## src/rtl/reset_sequencer.sv

```systemverilog
// Reset sequencer: after a power-on wait, releases four peripheral resets one
// stage at a time. Each stage must acknowledge on periph_ready within a timeout,
// and then gets a settle gap before the next stage is released. Once every
// stage is out of reset, all released stages are watched continuously. If any of
// them drops ready, or a stage times out, every peripheral reset is re-asserted
// and the sequencer parks in FAULT until restart or rst_n.
//
// Ports:
//   clk_50m       in   system clock, rising edge
//   rst_n         in   asynchronous active-low reset
//   restart       in   synchronous single-cycle soft restart, highest priority
//   periph_ready  in   [3:0] per-stage ready, asynchronous (2-flop synchronized)
//   periph_rst_n  out  [3:0] per-stage active-low peripheral resets, registered
//   seq_done      out  all stages released and healthy, registered
//   seq_fault     out  sequencer in FAULT, registered
//   fault_stage   out  [1:0] failing stage index, valid while seq_fault=1
module reset_sequencer #(
    parameter logic [23:0] POR_CYCLES     = 24'd2500000,
    parameter logic [23:0] TIMEOUT_CYCLES = 24'd500000,
    parameter logic [23:0] GAP_CYCLES     = 24'd50000
) (
    input  logic       clk_50m,
    input  logic       rst_n,
    input  logic       restart,
    input  logic [3:0] periph_ready,
    output logic [3:0] periph_rst_n,
    output logic       seq_done,
    output logic       seq_fault,
    output logic [1:0] fault_stage
);

    typedef enum logic [2:0] {
        StPor,
        StRelease,
        StWaitRdy,
        StGap,
        StDone,
        StFault
    } state_e;

    state_e      state_q, state_d;
    logic [23:0] cnt_q, cnt_d;
    logic [1:0]  stg_q, stg_d;
    logic [3:0]  prst_q, prst_d;
    logic        done_q, done_d;
    logic        fault_q, fault_d;
    logic [1:0]  fstage_q, fstage_d;

    logic [3:0]  rdy_meta_q, rdy_sync_q;

    logic [3:0]  watch_mask;
    logic [3:0]  drop;
    logic [1:0]  drop_idx;

    // Two-flop synchronizer per ready bit.
    always_ff @(posedge clk_50m or negedge rst_n) begin
        if (!rst_n) begin
            rdy_meta_q <= 4'b0000;
            rdy_sync_q <= 4'b0000;
        end else begin
            rdy_meta_q <= periph_ready;
            rdy_sync_q <= rdy_meta_q;
        end
    end

    // Stages that must stay ready: those below stg, plus stg itself once its
    // ready has been seen (i.e. in GAP and DONE, not in WAIT_RDY).
    always_comb begin
        watch_mask = 4'b0000;
        for (int j = 0; j < 4; j++) begin
            if (2'(j) < stg_q) begin
                watch_mask[j] = 1'b1;
            end else if ((2'(j) == stg_q) && (state_q == StGap || state_q == StDone)) begin
                watch_mask[j] = 1'b1;
            end
        end
        if (!(state_q == StWaitRdy || state_q == StGap || state_q == StDone)) begin
            watch_mask = 4'b0000;
        end
    end

    assign drop = watch_mask & ~rdy_sync_q;

    // Lowest dropped stage wins.
    always_comb begin
        drop_idx = 2'd0;
        for (int j = 3; j >= 0; j--) begin
            if (drop[j]) begin
                drop_idx = 2'(j);
            end
        end
    end

    always_comb begin
        state_d  = state_q;
        cnt_d    = cnt_q;
        stg_d    = stg_q;
        prst_d   = prst_q;
        done_d   = done_q;
        fault_d  = fault_q;
        fstage_d = fstage_q;

        if (restart) begin
            state_d  = StPor;
            cnt_d    = 24'd0;
            stg_d    = 2'd0;
            prst_d   = 4'b0000;
            done_d   = 1'b0;
            fault_d  = 1'b0;
            fstage_d = 2'd0;
        end else if (drop != 4'b0000) begin
            state_d  = StFault;
            prst_d   = 4'b0000;
            done_d   = 1'b0;
            fault_d  = 1'b1;
            fstage_d = drop_idx;
        end else begin
            case (state_q)
                StPor: begin
                    if (cnt_q == POR_CYCLES - 24'd1) begin
                        state_d = StRelease;
                        cnt_d   = 24'd0;
                        stg_d   = 2'd0;
                    end else begin
                        cnt_d = cnt_q + 24'd1;
                    end
                end
                StRelease: begin
                    prst_d[stg_q] = 1'b1;
                    state_d       = StWaitRdy;
                    cnt_d         = 24'd0;
                end
                StWaitRdy: begin
                    // Ready is tested first so it wins over a same-cycle timeout.
                    if (rdy_sync_q[stg_q]) begin
                        state_d = StGap;
                        cnt_d   = 24'd0;
                    end else if (cnt_q == TIMEOUT_CYCLES - 24'd1) begin
                        state_d  = StFault;
                        prst_d   = 4'b0000;
                        done_d   = 1'b0;
                        fault_d  = 1'b1;
                        fstage_d = stg_q;
                    end else begin
                        cnt_d = cnt_q + 24'd1;
                    end
                end
                StGap: begin
                    if (cnt_q == GAP_CYCLES - 24'd1) begin
                        cnt_d = 24'd0;
                        if (stg_q == 2'd3) begin
                            state_d = StDone;
                            done_d  = 1'b1;
                            prst_d  = 4'b1111;
                        end else begin
                            stg_d   = stg_q + 2'd1;
                            state_d = StRelease;
                        end
                    end else begin
                        cnt_d = cnt_q + 24'd1;
                    end
                end
                StDone: begin
                end
                StFault: begin
                end
                default: begin
                    state_d = StPor;
                    cnt_d   = 24'd0;
                    stg_d   = 2'd0;
                    prst_d  = 4'b0000;
                    done_d  = 1'b0;
                    fault_d = 1'b0;
                end
            endcase
        end
    end

    always_ff @(posedge clk_50m or negedge rst_n) begin
        if (!rst_n) begin
            state_q  <= StPor;
            cnt_q    <= 24'd0;
            stg_q    <= 2'd0;
            prst_q   <= 4'b0000;
            done_q   <= 1'b0;
            fault_q  <= 1'b0;
            fstage_q <= 2'd0;
        end else begin
            state_q  <= state_d;
            cnt_q    <= cnt_d;
            stg_q    <= stg_d;
            prst_q   <= prst_d;
            done_q   <= done_d;
            fault_q  <= fault_d;
            fstage_q <= fstage_d;
        end
    end

    assign periph_rst_n = prst_q;
    assign seq_done     = done_q;
    assign seq_fault    = fault_q;
    assign fault_stage  = fstage_q;

endmodule

```

## config.mk

```make
export PLATFORM = sky130hd
export DESIGN_NAME = reset_sequencer
export DESIGN_NICKNAME = d
export VERILOG_FILES = /design/src/rtl/reset_sequencer.sv
export SDC_FILE = /design/constraint.sdc
export NUM_CORES = 1
export LEC_CHECK = 0
export ABC_AREA = 1
export CAP_MARGIN = 10
export CORE_MARGIN = 2
export CORE_UTILIZATION = 28
export CTS_CLUSTER_SIZE = 40
export DETAILED_ROUTE_END_ITERATION = 8
export HOLD_SLACK_MARGIN = 0.1
export PLACE_DENSITY = 0.54
export SYNTH_ARGS = -nofsm -noshare
export SYNTH_HDL_FRONTEND = slang
export SYNTH_SLANG_ARGS = --single-unit
export TNS_END_PERCENT = 1
```

## constraint.sdc

```tcl
create_clock -name clk_50m -period 2.3 [get_ports clk_50m]
set_clock_uncertainty 0.05 [all_clocks]
set_input_delay 0.69 -clock clk_50m [delete_from_list [all_inputs] [get_ports clk_50m]]
set_output_delay 0.69 -clock clk_50m [all_outputs]
set_load 0.02 [all_outputs]
```

==> metrics <==
Reg clk slew, reported paths=0.07 ns; Initial DRC Count=280; CTS root buf=clkbuf_16; total wire length=10770 um; Synth Warn #=0; CTS Buf Count=5; design area=0.004219 mm2; CP Data Arrival Time=2.25 ns; Slew HR=71.20%; CP Class=register to register; number of antenna-violating nets in the routed design=0; worst vdd ir=278.1 uV; Ports=15; Final Hold Vio Count=0; post-DP HPWL=8057 um; CP dominant cell by count=nand3_1; sequential element share of the synthesized area=31.09%; final core utilization=33.43%; final max-slew violation count=0; hold buffers post-CTS=0; placed insts=774; Synth Instances=582; largest family of logic cells by synthesized area=simple AND/OR/NAND/NOR gates; outcome=complete, no violations; Avg WL per Cell=13.77 um; Final TNS setup=0 ns; Startpoint Class=register; Cell Rows=41; Lkg Pwr=0.002024 uW; commonest cells in the netlist=194 x nand2_1, 115 x nand3_1, 74 x nor2_1, 48 x inv_1, 45 x dfrtp_1; Placeable Area=0.01262 mm2; starting density of the core=28.70%; syn_area_per_cell=6.224 um2; top area cells in the synthesized netlist=dfrtp_1 31%, nand2_1 20%, nand3_1 16%; Seq cells post-synth=45; Worst path slowest cell=dfrtp_1; RSZ-0062 raised after global routing=no; Max Root-Sink Buffers=2; Max Fclk=0.4848 GHz; Yosys top cell area share=31.09%; share of cells above drive strength 1=8.525%; dpl cell area=0.004069 mm2; IO Port Bufs=14; P per Cell Area=704.4 mW/mm2; ANT cells=0; P&R area growth vs syn=16.48%; largest net degree at the start of global routing=46; area leader, netlist=dfrtp_1; Final Non-Filler Cells=782; fin crit period=2.063 ns; Mapped Nets=594; vias in the first global route=3712; # Post-CTS Setup Buffers=0; CTS tree=yes; total global routing overflow=0; Die W=117.7 um; Crit Path Max Fanout=4; Critical Path Sink Type=register; Synth cell types=30; worst skew pair latency=0.30 ns; CP peak stage delay=0.38 ns; Hold Path Class=register to register; via count=3868; worst endpoint required time=2.49 ns; vias per std cell=4.946; Synth Area in Adders=1.727%; first-pass GRT wire length=18350 um; fin nets=621; cts repair resizes=0; die height=117.7 um; Worst Max-Slew Pin Slew=0.4303 ns; post-synthesis compound-gate area fraction=3.696%; total track usage=16.02%; MaxCap Viol Count=0; Synth Cell Area=0.003622 mm2; main flop type after synthesis=dfrtp_1; number of setup violations in the final report=0; H-tree Lvls=2; clock tree sinks=45; async set or reset register ratio after synthesis=100.0%; top-count cell post-synth=nand2_1; gpl congestion=0.9380; xor and xnor area share after synthesis=1.209%; initial antenna violation count=0; Final period util=89.68%; Post-synth EDFFs=0; CP cell instances=ha_1 > nand2_1 > inv_2 > nand2_2 > buf_4 > nor2_1 > xor2_1 > nand3_1 > nand3_1 > nand3_1 > nand2_1; die area=0.01386 mm2; DR pass1 iterations=5; multiplexer share of the synthesized area=0%; simple-gate share of the synthesized area=53.92%; DRC viols=0
-- final timing paths --
kind / start / to / slack (ns) / depth (start not counted)
max: cnt_q[1]$_DFFE_PN0P_ / cnt_q[6]$_DFFE_PN0P_ / 0.24 / 11
min: rdy_meta_q[3]$_DFF_PN0_ / rdy_sync_q[3]$_DFF_PN0_ / 0.30 / 0
max reg2reg: cnt_q[1]$_DFFE_PN0P_ / cnt_q[6]$_DFFE_PN0P_ / 0.24 / 11
min reg2reg: rdy_meta_q[3]$_DFF_PN0_ / rdy_sync_q[3]$_DFF_PN0_ / 0.30 / 0
max in group asynchronous: rst_n / seq_fault$_DFFE_PN0P_ / 1.67 / 2
min in group asynchronous: rst_n / cnt_q[10]$_DFFE_PN0P_ / 0.31 / 2
-- kinds of logic after synthesis --
| family | after synthesis |
|---|---|
| adders and majority gates | 5 |
| AOI/OAI and AO/OA | 23 |
| buffers and inverters | 70 |
| xor gates and xnor gates | 5 |
| and+or+nand+nor | 434 |
| DFF | 45 |
-- area by class of cell --
cell class	count	area, um2
fillers	1412	8401
multi-input cells	467	2193
flip-flops and latches	45	1126
repair buffers	37	332.8
well taps	172	215.2
inverters	53	201.4
clock buffers	5	125.1
clock inverters	3	25.02
-- registers in the layout, summed over array words and instances (netlist names) --
register and count:
cnt_q 24, fault_stage 2, periph_rst_n 4, rdy_meta_q 4, rdy_sync_q 4, seq_done 1, seq_fault 1, state_q 3
stg_q 2
-- power breakdown --
part | leakage, uW | switching, uW | internal, uW
sequential | 0.000606 | 73.2 | 858
clock | 0.0000708 | 353 | 412
combinational | 0.00135 | 861 | 415
-- worst max-delay path: cells and delay by family, from the launching register on --
kind / cells / cell delay [ns]
xor gates and xnor gates: 1 / 0.28
adders and majority gates: 1 / 0.18
buffers and inverters: 2 / 0.25
DFF: 1 / 0.38
and+or+nand+nor: 7 / 0.85
-- per-stage QoR --
step,total power [uW],setup slack (ns),hold WS (ns)
2_1_floorplan,1780,0.3468,0.2812
3_3_place_gp,2203,0.06605,0.2835
3_5_place_dp,2212,0.06207,0.2847
4_1_cts,2999,0.1876,0.3021
5_1_grt,3185,0.01734,0.3185
6_report,2972,0.2374,0.2980
-- layout by cell type (no fill, tap or decap), types with 4 or more instances in the layout --
cell type,count
nand2_1,194
nand3_1,115
nor2_1,74
inv_1,48
dfrtp_1,45
nand4_1,34
buf_4,21
clkdlybuf4s50_1,13
o21ai_0,10
nand2_2,6
a21oi_1,5
ha_1,5
clkbuf_16,5
inv_2,4
xor2_1,4
-- metal layers --
layer / share of wire, % / vias to the layer above / track usage [%] / wire length [um]
li1: - / 1963 / - / -
met1: 48 / 1800 / 21.66 / 5220
met2: 45 / 84 / 26.82 / 4896
met3: 4.0 / 21 / 1.599 / 433
met4: 2.0 / 0 / 5.196 / 219
met5: 0 / - / 0 / 0
Power figures use the tool's default switching activity.
